==> config.mk <==
export PLATFORM = sky130hd
export DESIGN_NAME = mips_multicycle_ctrl
export DESIGN_NICKNAME = d
export VERILOG_FILES = /design/src/rtl/mips_multicycle_ctrl.sv
export SDC_FILE = /design/constraint.sdc
export NUM_CORES = 1
export LEC_CHECK = 0
export ABC_CLOCK_PERIOD_IN_PS = 1900
export CORE_AREA = 4 4 50 52
export DETAILED_ROUTE_END_ITERATION = 12
export DIE_AREA = 0 0 54 56
export GPL_ROUTABILITY_DRIVEN = 0
export MAX_ROUTING_LAYER = met4
export PLACE_DENSITY = 0.71
export SLEW_MARGIN = 30
export SYNTH_ARGS = -nofsm -noshare
export SYNTH_HDL_FRONTEND = slang
export SYNTH_SLANG_ARGS = --single-unit
==> constraint.sdc <==
create_clock -name clk -period 1.9 [get_ports clk]
set_input_delay 0.38 -clock clk [delete_from_list [all_inputs] [get_ports clk]]
set_output_delay 0.38 -clock clk [all_outputs]
set_load 0.03 [all_outputs]
==> src/rtl/mips_multicycle_ctrl.sv <==
// mips_multicycle_ctrl: multicycle main control FSM for the MIPS core.
// It sequences the shared memory, ALU, PC and register file through the
// fetch / decode / execute / memory / writeback steps.
// Optional feature macro: MIPS_CTRL_ADDI_EN adds the ADDIEX and ADDIWB
// states. When the macro is undefined, addi decodes as an illegal opcode.
module mips_multicycle_ctrl #(
    parameter logic [5:0] OP_RTYPE = 6'h00,
    parameter logic [5:0] OP_LW    = 6'h23,
    parameter logic [5:0] OP_SW    = 6'h2B,
    parameter logic [5:0] OP_BEQ   = 6'h04,
    parameter logic [5:0] OP_J     = 6'h02,
    parameter logic [5:0] OP_ADDI  = 6'h08
) (
    input  logic       clk,
    input  logic       reset,
    input  logic [5:0] opcode,
    input  logic [5:0] funct,
    input  logic       zero,
    input  logic       mem_ready,
    output logic       iord,
    output logic       mem_read,
    output logic       mem_write,
    output logic       ir_write,
    output logic       pc_en,
    output logic [1:0] pc_src,
    output logic       alu_src_a,
    output logic [1:0] alu_src_b,
    output logic [2:0] alu_ctrl,
    output logic       reg_dst,
    output logic       mem_to_reg,
    output logic       reg_write,
    output logic       instr_done,
    output logic       illegal_op,
    output logic [3:0] state
);

    typedef enum logic [3:0] {
        S_FETCH  = 4'd0,
        S_DECODE = 4'd1,
        S_MEMADR = 4'd2,
        S_MEMRD  = 4'd3,
        S_MEMWB  = 4'd4,
        S_MEMWR  = 4'd5,
        S_RTEX   = 4'd6,
        S_RTWB   = 4'd7,
        S_BEQEX  = 4'd8,
        S_ADDIEX = 4'd9,
        S_ADDIWB = 4'd10,
        S_JEX    = 4'd11
    } state_t;

    state_t state_q, state_d;
    logic   funct_ok;

    assign state = state_q;

    // Only the five supported R-type functions are legal.
    always_comb begin
        funct_ok = 1'b0;
        case (funct)
            6'h20, 6'h22, 6'h24, 6'h25, 6'h2A: funct_ok = 1'b1;
            default:                           funct_ok = 1'b0;
        endcase
    end

    // State register: the asynchronous reset forces FETCH immediately.
    always_ff @(posedge clk or negedge reset) begin
        if (!reset) state_q <= S_FETCH;
        else        state_q <= state_d;
    end

    // Next-state logic and datapath controls, derived from the current state.
    always_comb begin
        state_d    = state_q;
        iord       = 1'b0;
        mem_read   = 1'b0;
        mem_write  = 1'b0;
        ir_write   = 1'b0;
        pc_en      = 1'b0;
        pc_src     = 2'b00;
        alu_src_a  = 1'b0;
        alu_src_b  = 2'b00;
        alu_ctrl   = 3'b010;
        reg_dst    = 1'b0;
        mem_to_reg = 1'b0;
        reg_write  = 1'b0;
        instr_done = 1'b0;
        illegal_op = 1'b0;
        case (state_q)
            S_FETCH: begin
                mem_read  = 1'b1;
                alu_src_b = 2'b01;
                if (mem_ready) begin
                    ir_write = 1'b1;
                    pc_en    = 1'b1;
                    state_d  = S_DECODE;
                end
            end
            S_DECODE: begin
                alu_src_b = 2'b11;
                state_d   = S_FETCH;
                case (opcode)
                    OP_LW, OP_SW: state_d = S_MEMADR;
                    OP_RTYPE: begin
                        if (funct_ok) begin
                            state_d = S_RTEX;
                        end else begin
                            illegal_op = 1'b1;
                            instr_done = 1'b1;
                        end
                    end
                    OP_BEQ:  state_d = S_BEQEX;
                    OP_J:    state_d = S_JEX;
`ifdef MIPS_CTRL_ADDI_EN
                    OP_ADDI: state_d = S_ADDIEX;
`else
                    OP_ADDI: begin
                        illegal_op = 1'b1;
                        instr_done = 1'b1;
                    end
`endif
                    default: begin
                        illegal_op = 1'b1;
                        instr_done = 1'b1;
                    end
                endcase
            end
            S_MEMADR: begin
                alu_src_a = 1'b1;
                alu_src_b = 2'b10;
                if (opcode == OP_SW) state_d = S_MEMWR;
                else if (opcode == OP_LW) state_d = S_MEMRD;
                else state_d = S_FETCH;
            end
            S_MEMRD: begin
                iord     = 1'b1;
                mem_read = 1'b1;
                if (mem_ready) state_d = S_MEMWB;
            end
            S_MEMWB: begin
                mem_to_reg = 1'b1;
                reg_write  = 1'b1;
                instr_done = 1'b1;
                state_d    = S_FETCH;
            end
            S_MEMWR: begin
                iord      = 1'b1;
                mem_write = 1'b1;
                if (mem_ready) begin
                    instr_done = 1'b1;
                    state_d    = S_FETCH;
                end
            end
            S_RTEX: begin
                alu_src_a = 1'b1;
                case (funct)
                    6'h22:   alu_ctrl = 3'b110;
                    6'h24:   alu_ctrl = 3'b000;
                    6'h25:   alu_ctrl = 3'b001;
                    6'h2A:   alu_ctrl = 3'b111;
                    default: alu_ctrl = 3'b010;
                endcase
                state_d = S_RTWB;
            end
            S_RTWB: begin
                reg_dst    = 1'b1;
                reg_write  = 1'b1;
                instr_done = 1'b1;
                state_d    = S_FETCH;
            end
            S_BEQEX: begin
                alu_src_a  = 1'b1;
                alu_ctrl   = 3'b110;
                pc_src     = 2'b01;
                pc_en      = zero;
                instr_done = 1'b1;
                state_d    = S_FETCH;
            end
`ifdef MIPS_CTRL_ADDI_EN
            S_ADDIEX: begin
                alu_src_a = 1'b1;
                alu_src_b = 2'b10;
                state_d   = S_ADDIWB;
            end
            S_ADDIWB: begin
                reg_write  = 1'b1;
                instr_done = 1'b1;
                state_d    = S_FETCH;
            end
`endif
            S_JEX: begin
                pc_src     = 2'b10;
                pc_en      = 1'b1;
                instr_done = 1'b1;
                state_d    = S_FETCH;
            end
            default: state_d = S_FETCH;
        endcase
        // While reset is held, all controls are quiet even though the state reads FETCH.
        if (!reset) begin
            iord       = 1'b0;
            mem_read   = 1'b0;
            mem_write  = 1'b0;
            ir_write   = 1'b0;
            pc_en      = 1'b0;
            pc_src     = 2'b00;
            alu_src_a  = 1'b0;
            alu_src_b  = 2'b00;
            alu_ctrl   = 3'b010;
            reg_dst    = 1'b0;
            mem_to_reg = 1'b0;
            reg_write  = 1'b0;
            instr_done = 1'b0;
            illegal_op = 1'b0;
        end
    end

endmodule

; Yosys cells after proc, flatten, opt, wreduce, memory -nomap -nowiden
; Cells that the tools add are included.
[word_totals]
ff_bits = 4
in_bits = 16
output_inout_bits = 22
word_cells = 74
[op_classes]
n_eq_ne = 21
n_mux = 41
reduce_logical = 11
[ops]
columns = op, count
row1 = "6-bit equality test, second input constant", 7
row2 = 4-bit one-hot mux with 6 select lines, 1
row3 = 1-bit two-way mux, 23
row4 = "4-bit by 3-bit equality test with 1-bit output, second input constant", 4
row5 = 4-bit one-hot mux with 4 select lines, 1
row6 = 4-bit two-way mux, 3
row7 = 3-bit one-hot mux with 4 select lines, 1
row8 = 3-bit two-way mux, 3
row9 = "4-bit by 2-bit equality test with 1-bit output, second input constant", 2
row10 = "4-bit equality test, second input constant", 2
row11 = 2-bit OR reduction, 4
row12 = 4-bit OR reduction, 2
row13 = "6-bit by 2-bit equality test with 1-bit output, second input constant", 1
row14 = "6-bit by 3-bit equality test with 1-bit output, second input constant", 1
row15 = 6-bit logical NOT, 1
row16 = 2-bit two-way mux, 3
row17 = "2-bit != test, second input constant", 3
row18 = 1-bit one-hot mux with 3 select lines, 2
row19 = 2-bit one-hot mux with 3 select lines, 1
row20 = 3-bit one-hot mux with 2 select lines, 1
row21 = 5-bit OR reduction, 1
row22 = "4-bit by 1-bit equality test with 1-bit output, second input constant", 1
row23 = 4-bit logical NOT, 1
row24 = 2-bit one-hot mux with 2 select lines, 1
row25 = other kinds (3), 3

; Longest topological paths before layout
; Gate-level depths: netlist of the first run.
[logic_depth]
word_depth = 7
ltp_mapped = 5
depth_no_buf = 5

; Worst setup path after synthesis of the first run
; OpenSTA, ideal clock, no wires.
[synth_timing]
path_type = flip-flop to output port
from = reg state_q[2], in the netlist state[2]
to = out alu_ctrl[2]
t_arrival_ns = 1.978
setup_slack_ns = -0.458
stages_incl_launch_ff = 5
n_path_buf = 0
cell_sequence = dfrtp_1 > inv_1 > or3_1 > or3_1 > o21bai_1
[synth_between]
elab_chain_len = 3
word_cells_on_any_way = 4
classes_between = eq/ne (2) / mux (2)
[synth_rtl]
columns = item, line_no
row1 = start: declaration, 52  ; state_t state_q, state_d;
row2 = start signal: assignment, 69  ; else state_q <= state_d;
row3 = 4-bit equality test or 4-bit by 3-bit equality test with 1-bit output (tied branches), 89  ; case (state_q)
row4 = 3-bit one-hot mux with 2 select lines (*), 89
row5 = 3-bit two-way mux (*), 200  ; if (!reset) begin
row6 = end: declaration, 28  ; output logic [2:0] alu_ctrl,
; Every way passes the cells marked *; elsewhere a longest branch is shown, timed or not.

; Final worst setup path of the first run
[layout_timing]
from = in funct[2]
to = out instr_done
[layout_between]
elab_chain_len = 7
word_cells_on_any_way = 11
classes_between = eq/ne (5) / mux (5) / reduce/logical (1)
[layout_rtl]
columns = item, line_no
row1 = start: declaration, 17  ; input logic [5:0] funct,
row2 = 6-bit equality test, 60  ; case (funct)
row3 = 5-bit OR reduction (*), 60
row4 = 1-bit two-way mux (*), 60
row5 = 1-bit two-way mux (*), 105  ; if (funct_ok) begin
row6 = 1-bit one-hot mux with 2 select lines (*), 102  ; case (opcode)
row7 = 1-bit one-hot mux with 3 select lines (*), 89
row8 = 1-bit two-way mux (*), 200
row9 = end: declaration, 32  ; output logic instr_done,
; Marks and branches as above.

==> metrics.txt, run 1 <==
Cell Area, Placed roughly 0.0013 mm^2; cell area after layout ~0.0014 mm^2; Cell Count, Final, Fillers Out 191; Avg Cell Area, Syn between 7 and 8 um^2; Worst-Margin Slew 0.343 ns; violated checks negative setup slack; Power Density around 660 mW/mm^2; GRT busiest layer met2; CP max stage delay ~0.37 ns; Syn Std Cell Area about 640 um^2; Slew Limit Fails 0; status finished, violations left; Top Ports 38; final setup margin -0.251 ns; Worst VDD drop about 480 uV; CTS sink count 4; EDFF count, synth 0; final net count 180; DRT Wirelength between 2000 and 3000 um; Yosys warning count 0; Leak Pwr a little over 0.0007 uW; CP Cell Sequence buf_8 > or2_4 > a221oi_4 > nor3_2 > o311a_1 > a41o_4 > buf_6; Distinct cells, synth 38; Rows 17; Final Hold Fails 0; met2 Use GR between 30% and 40%; routed vias approximately 990; sequential power share 12.1%; starting density of the core between 30% and 40%; ys async rst share between 90% and 100%; DRC 0; first-pass GRT wire length approximately 4300 um; sw frac approximately 47%; max reg flops 4; Net Count, Synth between 100 and 150; clock buffer depth 2; Mapped Cells 90; total power between 900 and 1000 uW; CTS tree yes; post-placement cell count 182; vias in the first global route around 1000; CTS Root Buffer Type clkbuf_4; core area ~0.0021 mm^2; grt ovf 0; Worst slew margin 77.1%; Seq/Total Area, Yosys 15.7%; n_diodes 0; Max-Cap Viols 0; Comb pwr share 75.6%; PortBufs 37; post-route antenna net violation count 0; min Tclk post-route roughly 2.2 ns; initial antenna violation count 0; Crit. End Element output port; Fill cells between 150 and 200; final setup vio count 5; clock slew at reported path FFs approximately 0.040 ns; Num CTS Buffers 3; total die area slightly above 0.003 mm^2; Tcrit/Tclk final 113%; grt met3 use ~2.1%; Die Y roughly 56 um; Int Pwr ~500 uW; clock power share approximately 12%; largest net degree at the start of global routing 14; Crit Path Max Fanout 2; CP arrival ~1.8 ns; data required time of the worst path 1.52 ns; Worst-Skew Late Latency between 0.2 and 0.25 ns; hpwl dp just over 2000 um; Sw Pwr about 450 uW; via/cell ratio between 5 and 6; Fin Hold WS between 0.2 and 0.25 ns; layout cell share with drive strength beyond 1 57.7%; Worst setup SP type primary input; WL per Instance 14.3 um; met1 Use GR a little over a fifth; Slowest-stage cell, CP o311a_1; H-tree Lvls 1; Area growth, synth to finish 124%; unrepaired setup endpoints after global routing true; Fmax approximately 460 MHz; HP Class in -> async; clock skew approximately 0.0019 ns; gr usage total between 10% and 20%; Synth Flop Type dfrtp_1; DR iter-0 viols 22; CP Class in -> out; #FFs+latches synth 4; router iterations before antenna repair 4; Die W 54 um
[logic make-up after synthesis]
group	share of synthesized area (%)
AO/OA/AOI/OAI	30.9
flip-flops	15.7
multiplexers	3.13
AND/OR/NAND/NOR	38.9
buffers and inverters	7.24
XOR/XNOR	4.11
[cell usage after synthesis, types with 2 or more instances]
master    number  area (um^2)
a311oi_1       3         26.3
or3_1          2         12.5
a21oi_1        2         10.0
or2b_4         2         22.5
o211ai_1       3         22.5
nor3_1         8         40.0
mux2i_1        2         20.0
nand3_1        2         10.0
dfrtp_1        4          100
xor2_1         2         17.5
a31oi_1        2         12.5
clkbuf_1       2         7.51
nor2_1        16         60.1
inv_1          4         15.0
nand2b_1       2         12.5
nand2_1        9         33.8
o21ai_1        3         15.0
inv_2          2         7.51
[timing repair]
action	in CTS	in global routing
cloned	0	0
resized for setup	56	18
buffers inserted	4	3
pin swaps	7	5
endpoints found under the setup margin	13	13
hold buffers	0	0
[worst paths after layout]
path / from / endpoint / slack (ns) / cells after the start
setup reg to reg: state[0]$_DFFE_PN0P_ / state[2]$_DFFE_PN0P_ / 0.27 / 6
min in group clk: mem_ready / state[0]$_DFFE_PN0P_ / 0.53 / 3
hold reg to reg: state[3]$_DFFE_PN0P_ / state[2]$_DFFE_PN0P_ / 0.76 / 2
max in group asynchronous: reset / state[1]$_DFFE_PN0P_ / 1.52 / 2
setup / recovery: funct[2] / instr_done / -0.25 / 7
hold / removal: reset / state[2]$_DFFE_PN0P_ / 0.22 / 2
[layer usage]
| metal | part of all wire (%) | vias up |
|---|---|---|
| met5 | 0 | - |
| met4 | 0.73 | 0 |
| met3 | 6.4 | 3 |
| met2 | 55 | 41 |
| met1 | 38 | 466 |
| li1 | - | 479 |
[cell usage in the layout, fill, tap and decap left out, types with 3 or more instances in the layout]
| master | synthesis | layout |
|---|---|---|
| a311oi_1 | 3 | 3 |
| buf_2 | 1 | 3 |
| buf_4 | 0 | 45 |
| buf_6 | 1 | 10 |
| clkbuf_4 | 0 | 3 |
| dfrtp_2 | 0 | 3 |
| dlygate4sd2_1 | 0 | 9 |
| dlymetal6s2s_1 | 0 | 4 |
| inv_1 | 4 | 3 |
| inv_2 | 2 | 3 |
| nand2_1 | 9 | 8 |
| nor2_1 | 16 | 14 |
| nor3_2 | 1 | 7 |
| o211ai_1 | 3 | 3 |
| o21ai_1 | 3 | 3 |
[stage by stage]
stage	worst slack (ns)	utilization, %	TNS [ns]
after floorplan	-0.247	-	-0.354
after global placement	-1.06	61.1	-4.62
after detailed placement	-1.10	61.1	-4.94
after CTS	-0.267	64.5	-0.977
after global routing	-0.305	68.1	-1.38
final	-0.251	68.1	-0.911
[critical path, delay by kind of cell]
family | cells | cell delay [ns]
compound gates | 3 | 0.85
buf+inv | 2 | 0.22
simple gates | 2 | 0.30
[power groups by stage]
stage / Combinational, uW / Sequential (uW) / Clock (uW)
after floorplan: 327 / 156 / 0
after global placement: 653 / 112 / 0
after detailed placement: 659 / 114 / 0
after CTS: 668 / 113 / 125
after global routing: 760 / 116 / 131
final: 712 / 114 / 116
[layout make-up]
class	instances	area (um^2)	share of cell area, %
well taps	28	35.0	2.44
flip-flops and latches	4	104	7.24
repair buffers	73	619	43.2
clock buffers	4	26.3	1.83
inverters	6	22.5	1.57
multi-input cells	76	627	43.7
Power figures use the tool's default switching activity.
==> inputs of run 2 (changes only) <==
--- a/config.mk
+++ b/config.mk
@@ -6,12 +6,14 @@
 export NUM_CORES = 1
 export LEC_CHECK = 0
 export ABC_CLOCK_PERIOD_IN_PS = 1900
-export CORE_AREA = 4 4 50 52
+export CELL_PAD_IN_SITES_DETAIL_PLACEMENT = 1
+export CELL_PAD_IN_SITES_GLOBAL_PLACEMENT = 1
+export CORE_AREA = 4 4 59 61
 export DETAILED_ROUTE_END_ITERATION = 12
-export DIE_AREA = 0 0 54 56
+export DIE_AREA = 0 0 63 65
 export GPL_ROUTABILITY_DRIVEN = 0
 export MAX_ROUTING_LAYER = met4
-export PLACE_DENSITY = 0.71
+export PLACE_DENSITY_LB_ADDON = 0.1
 export SLEW_MARGIN = 30
 export SYNTH_ARGS = -nofsm -noshare
 export SYNTH_HDL_FRONTEND = slang
==> constraint.sdc (replaced) <==
create_clock -name clk -period 1.9 [get_ports clk]
set_input_delay 0.38 -clock clk [delete_from_list [all_inputs] [get_ports clk]]
set_output_delay 0.38 -clock clk [all_outputs]
set_load 0.1 [all_outputs]
==> metrics.txt, run 2 (synthesis gave the netlist of run 1 again) <==
n_diodes 0; WL per Instance roughly 17 um; post-placement cell count between 150 and 200; hpwl dp 2530 um; gr usage total between 10% and 20%; worst setup path start funct[2]; CP Cell Sequence buf_8 > or2_4 > a221oi_4 > nor3_2 > o311a_4 > a41o_4 > buf_12; clock slew at reported path FFs 0.04 ns; post-route antenna net violation count 0; CTS Root Buffer Type clkbuf_4; grt ovf 0; via/cell ratio slightly above 5; Crit. End Element output port; starting density of the core around 21%; Fmax approximately 450 MHz; Die Y 65 um; vias in the first global route about 1100; DR iter-0 viols 26; reg2reg start state[2]$_DFFE_PN0P_; commonest cells after routing, fill and taps aside buf_4 (30), buf_12 (25), nor2_4 (10), buf_6 (8), dlygate4sd2_1 (7); total die area a little over 0.004 mm^2; Slew Limit Fails 0; Critical Path Sink instr_done; Crit Path Max Fanout 2; commonest non-fill, non-tap cell in the layout buf_4; routed vias ~1000; first-pass GRT wire length 5900 um; Worst-Skew Late Latency between 0.2 and 0.25 ns; CP max stage delay approximately 0.37 ns; top cell family by delay on the critical path compound AO/OA/AOI/OAI gates; violated checks negative setup slack; Worst setup SP type primary input; clock buffer depth 2; Final Core Density between 60 and 70%; clock skew 0.00693 ns; CTS sink count 4; Slowest-stage cell, CP o311a_4; data required time of the worst path about 1.5 ns; unrepaired setup endpoints after global routing true; Area growth, synth to finish 198%; Power Density 846 mW/mm^2; Leak Pwr between 0.0007 and 0.0008 uW; status finished, violations left; Fill cells between 300 and 400; Fin Hold WS 0.191 ns; max reg flops 4; layout cell share with drive strength beyond 1 a little over two thirds; final net count ~190; Worst R2R Path Depth 7; HP Class in -> async; Cell Count, Final, Fillers Out 200; Worst VDD drop 489 uV; Top Ports 38; Die W around 63 um; initial antenna violation count 0; DRT Wirelength ~3400 um; Max-Cap Viols 0; FF-to-FF setup slack around 0.12 ns; Rows 20; Tcrit/Tclk final 117%; Stages on worst setup path 7; CP arrival 1.84 ns; final setup margin -0.323 ns; core area between 0.002 and 0.003 mm^2; largest net degree at the start of global routing 14; H-tree Lvls 1; Worst slew margin 76.2%; router iterations before antenna repair 4; CTS tree yes; Final Hold Fails 0; CP Class in -> out; PortBufs 37; final setup vio count 10; min Tclk post-route between 2 and 2.5 ns; Worst-Margin Slew 0.356 ns; worst path buffer plus inverter count 2; worst r2r dst state[2]$_DFFE_PN0P_; DRC 0; Num CTS Buffers 3
[run 2: cell count changes in the layout (fill, tap and decap cells not counted), sizes merged]
cell           before  now
buf                59   68
dlymetal6s2s        4    0
clkdlybuf4s15       0    2
dlygate4sd2         9    7
clkbuf              4    3
[run 2: timing repair]
item / in CTS / in global routing
resized for setup: 54 / 4
endpoints found under the setup margin: 18 / 18
cloned: 0 / 0
hold buffers: 0 / 0
buffers inserted: 7 / 3
pin swaps: 12 / 8
[run 2: final cells by class]
type,instances,area (um^2),share of cell area (%)
Timing Repair Buffer,78,952,50.0
Multi-Input combinational cell,76,749,39.3
Sequential cell,4,115,6.04
Tap cell,33,41.3,2.17
Inverter,6,25.0,1.31
Clock buffer,3,22.5,1.18
[run 2: power breakdown]
| group | switching [uW] | internal (uW) |
|---|---|---|
| Combinational | 828 | 547 |
| Clock | 39.2 | 71.0 |
| Sequential | 16.2 | 111 |
| Total | 883 | 728 |
[run 2: per-layer routing]
metal  routed length [um]  up-vias  GRT usage, %
li1                     -      490             -
met4                   29        0          4.96
met3                  103        6          1.73
met1                 1280      489          20.0
met5                    0        -             -
met2                 2030       29          37.5
[run 2: how the worst min path moves through the flow]
| stage | slack, ns | end | startpoint | depth (start not counted) |
|---|---|---|---|---|
| 2_1_floorplan | 0.08 | state[0]$_DFFE_PN0P_ | reset | 0 |
| 3_3_place_gp | 0.74 | state[1]$_DFFE_PN0P_ | reset | 2 |
| 3_5_place_dp | 0.75 | state[1]$_DFFE_PN0P_ | reset | 2 |
| 4_1_cts | 0.19 | state[1]$_DFFE_PN0P_ | reset | 2 |
| 5_1_grt | 0.21 | state[1]$_DFFE_PN0P_ | reset | 2 |
| 6_report | 0.19 | state[1]$_DFFE_PN0P_ | reset | 2 |
[run 2: per-stage QoR]
step | instance area, um^2 | setup WS (ns) | TNS [ns] | total power (uW)
6_report | 1910 | -0.323 | -1.68 | 1610
5_1_grt | 1910 | -0.363 | -2.59 | 1680
4_1_cts | 1890 | -0.338 | -1.80 | 1590
3_5_place_dp | 1730 | -0.735 | -5.40 | 1410
3_3_place_gp | 1730 | -0.661 | -4.85 | 1390
2_1_floorplan | 900 | -0.663 | -4.51 | 935
